File: config.mk
export PLATFORM = sky130hd
export DESIGN_NAME = mem_wb_stage
export DESIGN_NICKNAME = d
export VERILOG_FILES = /design/src/rtl/rv32i_pkg.sv /design/src/rtl/load_aligner.sv /design/src/rtl/mem_wb_stage.sv
export SDC_FILE = /design/constraint.sdc
export NUM_CORES = 1
export LEC_CHECK = 0
export ABC_AREA = 1
export BUFFER_PORTS_ARGS = -buffer_cell sky130_fd_sc_hd__buf_4
export CORE_MARGIN = 3
export CORE_UTILIZATION = 40
export CTS_CLUSTER_SIZE = 16
export DETAILED_ROUTE_END_ITERATION = 6
export MAX_ROUTING_LAYER = met4
export PLACE_DENSITY = 0.73
export SLEW_MARGIN = 20
export SYNTH_ARGS = -nofsm -noshare
export SYNTH_HDL_FRONTEND = slang
export SYNTH_SLANG_ARGS = --single-unit
export TNS_END_PERCENT = 100
File: constraint.sdc
create_clock -name clk -period 1.7 [get_ports clk]
set_input_delay 0.34 -clock clk [delete_from_list [all_inputs] [get_ports clk]]
set_output_delay 0.34 -clock clk [all_outputs]
set_load 0.1 [all_outputs]
File: src/rtl/rv32i_pkg.sv
// Shared RV32I definitions for the memory / write-back stage.
//   - funct3 encodings for loads and stores
//   - mem_wb_stage FSM state type
package rv32i_pkg;

    localparam logic [2:0] F3_LB  = 3'b000;
    localparam logic [2:0] F3_LH  = 3'b001;
    localparam logic [2:0] F3_LW  = 3'b010;
    localparam logic [2:0] F3_LBU = 3'b100;
    localparam logic [2:0] F3_LHU = 3'b101;

    localparam logic [2:0] F3_SB  = 3'b000;
    localparam logic [2:0] F3_SH  = 3'b001;
    localparam logic [2:0] F3_SW  = 3'b010;

    typedef enum logic [1:0] {
        IDLE = 2'd0,
        MEM  = 2'd1,
        WB   = 2'd2
    } mem_wb_state_t;

endpackage

File: src/rtl/load_aligner.sv
// Load data extraction: selects the byte / halfword lane addressed by the
// low address bits and sign- or zero-extends it according to funct3.
//   rdata    : raw 32-bit word returned by data memory
//   addr     : byte offset within the word (effective address [1:0])
//   funct3   : load size / signedness
//   data_out : value to be written to the register file
module load_aligner
    import rv32i_pkg::*;
(
    input  logic [31:0] rdata,
    input  logic [1:0]  addr,
    input  logic [2:0]  funct3,
    output logic [31:0] data_out
);

    logic [7:0]  w_byte;
    logic [15:0] w_half;

    always_comb begin
        w_byte = rdata[8*addr +: 8];
        w_half = addr[1] ? rdata[31:16] : rdata[15:0];
    end

    always_comb begin
        data_out = rdata;
        case (funct3)
            F3_LB:   data_out = {{24{w_byte[7]}}, w_byte};
            F3_LBU:  data_out = {24'h0, w_byte};
            F3_LH:   data_out = {{16{w_half[15]}}, w_half};
            F3_LHU:  data_out = {16'h0, w_half};
            default: data_out = rdata;
        endcase
    end

endmodule

File: src/rtl/mem_wb_stage.sv
// Combined MEM / WB stage of the RV32I pipeline.
// ALU results retire one per cycle; loads and stores go through a
// req/ack data-memory handshake with a bounded wait.
//   clk, rst                : clock, synchronous active-high reset
//   ex_*                    : instruction from EX (valid/ready handshake)
//   dmem_req/we/addr/wdata/be, dmem_ack/rdata : data-memory port
//   wr_n, wr_addr, data_in  : register-file write port (wr_n active low)
//   err                     : one-cycle pulse on misaligned/illegal access or timeout
module mem_wb_stage
    import rv32i_pkg::*;
#(
    parameter int TIMEOUT = 256
) (
    input  logic        clk,
    input  logic        rst,
    input  logic        ex_valid,
    output logic        ex_ready,
    input  logic [4:0]  ex_rd,
    input  logic [31:0] ex_result,
    input  logic [31:0] ex_store_data,
    input  logic [2:0]  ex_funct3,
    input  logic        ex_is_load,
    input  logic        ex_is_store,
    input  logic        ex_reg_write,
    output logic        dmem_req,
    output logic        dmem_we,
    output logic [31:0] dmem_addr,
    output logic [31:0] dmem_wdata,
    output logic [3:0]  dmem_be,
    input  logic        dmem_ack,
    input  logic [31:0] dmem_rdata,
    output logic        wr_n,
    output logic [4:0]  wr_addr,
    output logic [31:0] data_in,
    output logic        err
);

    localparam int CW = $clog2(TIMEOUT + 1);

    mem_wb_state_t r_state;
    logic [CW-1:0] r_cnt;
    logic [4:0]    r_rd;
    logic [2:0]    r_f3;
    logic [1:0]    r_lane;
    logic          r_is_load;
    logic          r_wr_en;

    logic          w_accept;
    logic          w_is_mem;
    logic          w_bad;
    logic [3:0]    w_be;
    logic [31:0]   w_wdata;
    logic [31:0]   w_load_data;

    assign ex_ready = (r_state == IDLE) && !rst;
    assign w_accept = ex_valid && ex_ready;
    assign w_is_mem = ex_is_load || ex_is_store;

    // Misalignment and unused funct3 encodings both abort the access.
    // A op flagged as both load and store is treated as a load.
    always_comb begin
        w_bad = 1'b0;
        if (ex_is_load) begin
            case (ex_funct3)
                F3_LB, F3_LBU: w_bad = 1'b0;
                F3_LH, F3_LHU: w_bad = ex_result[0];
                F3_LW:         w_bad = |ex_result[1:0];
                default:       w_bad = 1'b1;
            endcase
        end else begin
            case (ex_funct3)
                F3_SB:   w_bad = 1'b0;
                F3_SH:   w_bad = ex_result[0];
                F3_SW:   w_bad = |ex_result[1:0];
                default: w_bad = 1'b1;
            endcase
        end
    end

    // Store formatting: data replicated across lanes so memory only needs be.
    always_comb begin
        w_be    = 4'b1111;
        w_wdata = ex_store_data;
        case (ex_funct3[1:0])
            2'b00: begin
                w_be    = 4'b0001 << ex_result[1:0];
                w_wdata = {4{ex_store_data[7:0]}};
            end
            2'b01: begin
                w_be    = 4'b0011 << {ex_result[1], 1'b0};
                w_wdata = {2{ex_store_data[15:0]}};
            end
            default: begin
                w_be    = 4'b1111;
                w_wdata = ex_store_data;
            end
        endcase
    end

    load_aligner u_load_aligner (
        .rdata    (dmem_rdata),
        .addr     (r_lane),
        .funct3   (r_f3),
        .data_out (w_load_data)
    );

    always_ff @(posedge clk) begin
        if (rst) begin
            r_state    <= IDLE;
            r_cnt      <= '0;
            r_rd       <= '0;
            r_f3       <= '0;
            r_lane     <= '0;
            r_is_load  <= 1'b0;
            r_wr_en    <= 1'b0;
            dmem_req   <= 1'b0;
            dmem_we    <= 1'b0;
            dmem_addr  <= '0;
            dmem_wdata <= '0;
            dmem_be    <= '0;
            wr_n       <= 1'b1;
            wr_addr    <= '0;
            data_in    <= '0;
            err        <= 1'b0;
        end else begin
            err  <= 1'b0;
            wr_n <= 1'b1;
            case (r_state)
                IDLE: begin
                    if (w_accept) begin
                        if (w_is_mem) begin
                            if (w_bad) begin
                                err <= 1'b1;
                            end else begin
                                r_state    <= MEM;
                                r_cnt      <= '0;
                                dmem_req   <= 1'b1;
                                dmem_we    <= ex_is_store && !ex_is_load;
                                dmem_addr  <= {ex_result[31:2], 2'b00};
                                dmem_be    <= w_be;
                                dmem_wdata <= w_wdata;
                                r_rd       <= ex_rd;
                                r_f3       <= ex_funct3;
                                r_lane     <= ex_result[1:0];
                                r_is_load  <= ex_is_load;
                                r_wr_en    <= ex_is_load && ex_reg_write && (ex_rd != 5'd0);
                            end
                        end else if (ex_reg_write && (ex_rd != 5'd0)) begin
                            wr_n    <= 1'b0;
                            wr_addr <= ex_rd;
                            data_in <= ex_result;
                        end
                    end
                end
                MEM: begin
                    if (dmem_ack) begin
                        dmem_req <= 1'b0;
                        dmem_we  <= 1'b0;
                        if (r_is_load) begin
                            // Write is presented during WB; WB then returns to IDLE.
                            r_state <= WB;
                            if (r_wr_en) begin
                                wr_n    <= 1'b0;
                                wr_addr <= r_rd;
                                data_in <= w_load_data;
                            end
                        end else begin
                            r_state <= IDLE;
                        end
                    end else if (r_cnt == CW'(TIMEOUT - 1)) begin
                        dmem_req <= 1'b0;
                        dmem_we  <= 1'b0;
                        err      <= 1'b1;
                        r_state  <= IDLE;
                    end else begin
                        r_cnt <= r_cnt + 1'b1;
                    end
                end
                WB: begin
                    r_state <= IDLE;
                end
                default: begin
                    r_state <= IDLE;
                end
            endcase
        end
    end

endmodule

==> results of run 1 <==
-- timing repair --
| action | in CTS | in global routing |
|---|---|---|
| buffers inserted | 8 | 5 |
| cloned | 1 | 0 |
| endpoints found under the setup margin | 8 | 38 |
| hold buffers | 0 | 0 |
| resized for setup | 11 | 21 |
| pin swaps | 9 | 12 |
-- state kept, by name (all words and copies together), names as in the netlist, 2 cells and up --
register	cells
r_rd	5
dmem_addr	30
dmem_be	4
r_f3	3
r_state	2
data_in	32
r_cnt	9
wr_addr	5
dmem_wdata	32
r_lane	2
-- worst min-delay path by stage --
stage	slack [ns]	depth (start not counted)	to
detailed placement	0.44	2	r_rd[0]
CTS	0.16	3	r_state[1]
floorplan	0.42	2	r_rd[0]
global placement	0.44	2	r_rd[0]
finish	0.17	3	r_state[1]
global route	0.18	3	r_state[1]
-- cell type report --
cell class / count / share of cell area
flip-flops and latches: 130 / 0.280
well taps: 211 / 0.0284
clock buffers: 20 / 0.0501
inverters: 83 / 0.0337
repair buffers: 268 / 0.228
multi-input cells: 717 / 0.363
clock inverters: 12 / 0.0167
-- per-stage QoR --
stage          instances  setup WS (ns)  utilization
2_1_floorplan        996        -0.0179            -
3_3_place_gp        1397        -0.0489        0.546
3_5_place_dp        1397         -0.109        0.546
4_1_cts             1438        -0.0685        0.593
5_1_grt             1441         -0.186        0.599
6_report            1441         -0.142        0.599
-- power by group --
part           leakage, uW  switching [uW]  internal, uW  total (uW)
registers          0.00105            45.6          3130        3170
logic              0.00295            1100           501        1600
clock network     0.000302            1420          2420        3840
-- worst reg2reg max path, stage by stage, from the launching register on --
cell                      delay [ns]
sky130_fd_sc_hd__dfxtp_2        0.36
sky130_fd_sc_hd__ha_4           0.16
sky130_fd_sc_hd__nand3_4        0.09
sky130_fd_sc_hd__nor2_4         0.14
sky130_fd_sc_hd__nand2_2        0.08
sky130_fd_sc_hd__buf_4          0.14
sky130_fd_sc_hd__buf_6          0.10
sky130_fd_sc_hd__buf_4          0.12
sky130_fd_sc_hd__buf_4          0.14
sky130_fd_sc_hd__o21ai_2        0.19
sky130_fd_sc_hd__nand2_2        0.09
sky130_fd_sc_hd__nand2_1        0.08
sky130_fd_sc_hd__nor2_1         0.05
-- kinds of logic after synthesis --
family                   after synthesis  synth area share
AO/OA/AOI/OAI                        205             0.161
buffers and inverters                150             0.101
adder cells (fa/ha/maj)                2           0.00385
flip-flops                           130             0.400
other                                  1          0.000577
AND/OR/NAND/NOR                      507             0.334
-- cell usage in the layout, fill, tap and decap left out, types with 7 or more instances in the layout --
cell / synthesis / routed
sky130_fd_sc_hd__nand2_1: 272 / 268
sky130_fd_sc_hd__buf_4: 8 / 257
sky130_fd_sc_hd__a21oi_1: 148 / 146
sky130_fd_sc_hd__dfxtp_1: 130 / 125
sky130_fd_sc_hd__nand3_1: 109 / 107
sky130_fd_sc_hd__nor2_1: 79 / 76
sky130_fd_sc_hd__inv_1: 78 / 76
sky130_fd_sc_hd__o21ai_0: 44 / 42
sky130_fd_sc_hd__or2_2: 25 / 25
sky130_fd_sc_hd__clkbuf_16: 0 / 17
sky130_fd_sc_hd__buf_12: 0 / 8
sky130_fd_sc_hd__nand2_2: 4 / 7
-- cell usage after synthesis, drive strengths merged --
cell	count
inv	82
o211ai	3
o21a	4
nand4	1
nand3b	3
buf	42
a21boi	1
ha	2
or2	31
clkbuf	25
nand3	110
nor3	3
nand2	276
a21oi	148
o21ai	49
clkinv	1
nor2	83
dfxtp	130
conb	1
-- per-layer routing --
layer / part of all wire / GRT usage
met1: 0.43 / 0.321
met2: 0.47 / 0.376
met3: 0.074 / 0.0566
met4: 0.018 / 0.0817
met5: 0 / -
==> impl_metrics.ini, run 1 <==
[synth]
synth.yosys.seq_area_share = 0.400
post_synth_instance_area_sq_um = 6500
synth_area_leaders = sky130_fd_sc_hd__dfxtp_1 (40%), sky130_fd_sc_hd__nand2_1 (16%), sky130_fd_sc_hd__a21oi_1 (11%)
ys.warnings.count = 0
post-synth-top-area-cell = sky130_fd_sc_hd__dfxtp_1
synth-seq-cells = 130
netlist-cell-type-count = 29
synthesis.area_per_instance_sq_um = 6.54
netlist.area_leader.share = 0.400
syn_inst = 995

[setup_path]
timing.critical_path.max_delay_family = simple AND/OR/NAND/NOR gates
worstSetupEndpointType = flip-flop
worst-path-buf-inv = 4
worst_r2r_startpoint = r_cnt[1]
critical_register_to_register_path_endpoint = r_cnt[6]
worstSetupStartpointType = flip-flop
arrival_time_of_data_at_the_critical_path_endpoint_ns = 2.16
rrSetupSlack_ns = -0.14
cell_with_the_biggest_individual_delay_on_the_critical_path = sky130_fd_sc_hd__dfxtp_2
r2r.worst_path.cells = 12
criticalPathCategory = flip-flop to flip-flop
crit_path_max_fanout = 2
critPathMostFrequentCell = sky130_fd_sc_hd__buf_4
critical_path_depth = 12
max_stage_delay_ns = 0.36
critical_path_cell_sequence = ha_4 -> nand3_4 -> nor2_4 -> nand2_2 -> buf_4 -> buf_6 -> buf_4 -> buf_4 -> o21ai_2 -> nand2_2 -> nand2_1 -> nor2_1
cp_data_required_time_ns = 2.01
critical_path.startpoint = r_cnt[1]
crit_end = r_cnt[6]

[routing]
dr.first_iter.drc_count = 465
wirelength_um = 22200
ant_nets = 0
route.detailed.drc = 0
drt_pass1_iterations = 5
dr_vias = 7215
detail_route.vias_per_cell = 5.01
wire_per_inst_um = 15.4

[worst_hold_path]
hp-start = dmem_ack
min_delay_path_class = input pin to flip-flop

[clock_tree]
clockRootBuffer = sky130_fd_sc_hd__clkbuf_16
htree_levels = 4
clk_latency_ns = 0.43
worst_setup_hold_path_clk_slew_ns = 0.06
tritoncts_num_sinks = 130
tritoncts_clock_tree = yes
cts_buffers = 17
clockBufferDepth = 2

[finish]
synthToLayoutAreaGrowth_pct = 43.2
n_fill_cell = 1513
post_route_cells_drive_above_1_share = 0.295
layout.area.seq_sq_um = 2610
antenna_cells = 0
post-route-cell-area_sq_um = 9310
finalNetCount = 1330
multiInputGateArea_sq_um = 3380

[sta]
final_max_slew_viol_count = 0
finalSetupViolations = 9
timing.final.hold_violations = 0
final.setup.worst_slack_ns = -0.142
max_freq_mhz = 543
max-slew-margin-rel = 0.602
period_minus_slack_ns = 1.84
worst_slew_pin_slew_ns = 0.598
fin_hold_ws_ns = 0.173
grt_setup_unrepaired = true
final_cycle_share = 1.08
finalClockSkew_ns = 0.00910
totalNegativeSetupSlack_ns = -0.457

[place]
post_dp_cell_area_sq_um = 8490
portBuffers = 218
detailedPlacementHpwl_um = 15500
place.gp.congestion = 0.971

[floorplan]
floorplan.die.height_um = 134
placement_rows = 45
fp.coreArea_sq_um = 15500
initial_utilization = 0.418
design.die.area_sq_um = 17800
ioPinCount = 221
chipWidth_um = 134

[grt]
grt_remaining_overflow = 0
antenna_found_initial = 0
grt_max_degree = 56
grt_usage = 0.245
grt_pass1_wl_um = 34000
grt_pass1_vias = 6584

[power]
total_power_uw = 8610
max-vdd-ir-drop_mv = 0.724
power.static_leakage_uw = 0.00430
pwr_dens_nw_per_um2 = 925

[outcome]
failing_checks = negative setup slack
run_status = complete, but fails checks

[job]
cap_violations = 0
Power figures use the tool's default switching activity.
==> inputs of run 2 (changes only) <==
Settings changed: SYNTH_HIERARCHICAL set to 1.
==> run 2 against run 1 <==
  * The run now ends clean
  * Clock power fell by 13%
  * Utilization fell by 1.9 points
  * Synthesized area rose by 2.9%
  * Via count rose by 2.9%
  * Hold slack got worse by 0.0047 ns
  * Routed wire length fell by 1.2%
  * Sequential cell count did not move
  * Cell count rose by 6.0%
  * Combinational power rose by 12%
  * Sequential share of layout area fell by 0.15 points
  * Power fell by 3.4%
==> impl_metrics.ini, run 2 <==
[outcome]
run_status = completed

[synth]
yosys.area_share.adder = 0.00374
synth-seq-cells = 130
post-synth-top-area-cell = sky130_fd_sc_hd__dfxtp_1
number_of_enable_flip_flop_cells_after_synthesis = 0
syn_inst = 1075
synth_flop_cell = sky130_fd_sc_hd__dfxtp_1
synth_compound_area_frac = 0.0922
post_synthesis_async_set_or_reset_flop_share = 0
synth_area_leaders = sky130_fd_sc_hd__dfxtp_1 (39%), sky130_fd_sc_hd__nand2_1 (21%), sky130_fd_sc_hd__nor2_1 (11%)
netlist.area_leader.share = 0.389
ys.warnings.count = 6
synthesis.area_per_instance_sq_um = 6.22
dominant_combinational_cell_family_by_area_after_synthesis = simple AND/OR/NAND/NOR gates
netlist-cell-type-count = 35
synth_simple_gate_area_frac = 0.419
post_synth_instance_area_sq_um = 6690
synth_commonest_cells = sky130_fd_sc_hd__nand2_1 (366), sky130_fd_sc_hd__nor2_1 (198), sky130_fd_sc_hd__dfxtp_1 (130)
synth.mux.area_fraction = 0
synth_area_in_xor_xnor = 0
yosysMostFrequentCell = sky130_fd_sc_hd__nand2_1
synth.yosys.seq_area_share = 0.389

[finish]
layout_common_cells = sky130_fd_sc_hd__nand2_1 (364), sky130_fd_sc_hd__buf_4 (261), sky130_fd_sc_hd__nor2_1 (196)
layout_top_registers = data_in x32, dmem_wdata x32, dmem_addr x30
antenna_cells = 0
final_common_cell = sky130_fd_sc_hd__nand2_1
finalNetCount = 1411
post_route_cells_drive_above_1_share = 0.268
synthToLayoutAreaGrowth_pct = 39.8

[sta]
final.setup.worst_slack_ns = 0.0726
finalClockSkew_ns = 0.00904
period_minus_slack_ns = 1.63
final_cycle_share = 0.957
final_max_slew_viol_count = 0
max_freq_mhz = 614
timing.final.hold_violations = 0
finalSetupViolations = 0

[routing]
drt_pass1_iterations = 5
dr.first_iter.drc_count = 564
dr_vias = 7427
wirelength_um = 21900
wire_per_inst_um = 14.4
detail_route.vias_per_cell = 4.86
ant_nets = 0
route.detailed.drc = 0

[clock_tree]
htree_levels = 4
tritoncts_num_sinks = 130
clockRootBuffer = sky130_fd_sc_hd__clkbuf_16
post_cts_hold_buffers = 0
tritoncts_clock_tree = yes
clk_latency_ns = 0.42
clockBufferDepth = 2
worst_setup_hold_path_clk_slew_ns = 0.06
cts_buffers = 17

[setup_path]
worst_r2r_startpoint = r_cnt[0]
arrival_time_of_data_at_the_critical_path_endpoint_ns = 1.29
rrSetupSlack_ns = 0.10
critical_path_cell_sequence = buf_4 -> nor3_4 -> buf_12
criticalPathCategory = flip-flop to output pin
cp_data_required_time_ns = 1.36
r2r.worst_path.cells = 11
cell_with_the_biggest_individual_delay_on_the_critical_path = sky130_fd_sc_hd__dfxtp_1
worstSetupEndpointType = output pin
critical_register_to_register_path_endpoint = r_cnt[8]
max_stage_delay_ns = 0.32
worstSetupStartpointType = flip-flop
crit_path_max_fanout = 2

[power]
total_power_uw = 8320
max-vdd-ir-drop_mv = 0.677
power.static_leakage_uw = 0.00462
pwr_dens_nw_per_um2 = 889

[floorplan]
design.die.area_sq_um = 18300
chipWidth_um = 135
initial_utilization = 0.415
fp.coreArea_sq_um = 16100
placement_rows = 46
ioPinCount = 221
floorplan.die.height_um = 135

[grt]
grt.met2_usage = 0.387
globalRouteMet1Util = 0.300
grt_pass1_vias = 6837
grt_usage = 0.243
antenna_found_initial = 0
globalRouteMet3Util = 0.0721
grt_max_degree = 98
grt_remaining_overflow = 0
grt_pass1_wl_um = 34400
top_usage_layer = met2

[worst_hold_path]
hold_path_cell_cnt = 3
hp-start = ex_result[25]
min_delay_path_class = input pin to flip-flop
min_delay_worst_endpoint = dmem_addr[25]

[place]
place.gp.congestion = 0.926
portBuffers = 218
detailedPlacementHpwl_um = 15900
place_ws_ns = 0.00347

[job]
cap_violations = 0
==> run 2: metrics by stage <==
| stage | util | instances | setup TNS, ns | hold slack, ns | area (sq um) |
|---|---|---|---|---|---|
| 3_3_place_gp | 0.541 | 1491 | 0 | 0.432 | 8720 |
| 4_1_cts | 0.575 | 1523 | 0 | 0.152 | 9260 |
| 5_1_grt | 0.580 | 1527 | -0.00730 | 0.161 | 9350 |
| 2_1_floorplan | - | 1076 | 0 | 0.425 | 6740 |
| 6_report | 0.580 | 1527 | 0 | 0.168 | 9350 |
| 3_5_place_dp | 0.541 | 1491 | 0 | 0.439 | 8720 |
==> run 2: cell families after synthesis <==
logic type | Yosys count
and+or+nand+nor | 680
DFF | 130
buffers and inverters | 141
other | 1
AOI/OAI and AO/OA | 121
adders and majority gates | 2
==> run 2: layout make-up <==
type                    instances  area (sq um)
inverters                      75           288
repair buffers                269          2110
multi-input cells             805          3540
clock inverters                10          60.1
fillers                      1592          6760
clock buffers                  22           474
flip-flops and latches        130          2610
well taps                     216           270
==> run 2: report_power, final <==
group / total [uW] / internal (uW) / switching, uW
registers: 3200 / 3140 / 53.0
clock network: 3330 / 1960 / 1370
logic: 1790 / 534 / 1250
==> run 2: critical path: cells and delay by family, from the launching register on <==
| family | cells | cell delay [ns] |
|---|---|---|
| simple gates | 1 | 0.21 |
| flops | 1 | 0.32 |
| buf+inv | 2 | 0.35 |
==> run 2: worst max path at each step <==
stage / cells after the start / to / from / slack, ns
2_1_floorplan: 12 / dmem_req / r_cnt[1] / 0.03
3_3_place_gp: 11 / r_cnt[6] / r_cnt[1] / 0.03
3_5_place_dp: 11 / r_cnt[6] / r_cnt[1] / 0.003
4_1_cts: 11 / r_cnt[2] / r_cnt[1] / 0.001
5_1_grt: 11 / r_cnt[3] / r_cnt[0] / -0.003
6_report: 3 / ex_ready / r_state[0] / 0.07
==> run 2: timing repair <==
item	in CTS	in global routing
gates cloned	0	0
resized for setup	3	13
setup endpoints to repair	2	39
pin swaps	0	8
setup buffers	0	5
==> run 2: layer usage <==
| metal | share of wire | up-vias |
|---|---|---|
| met2 | 0.47 | 321 |
| met4 | 0.019 | 0 |
| met3 | 0.090 | 33 |
| li1 | - | 3775 |
| met5 | 0 | - |
| met1 | 0.42 | 3298 |
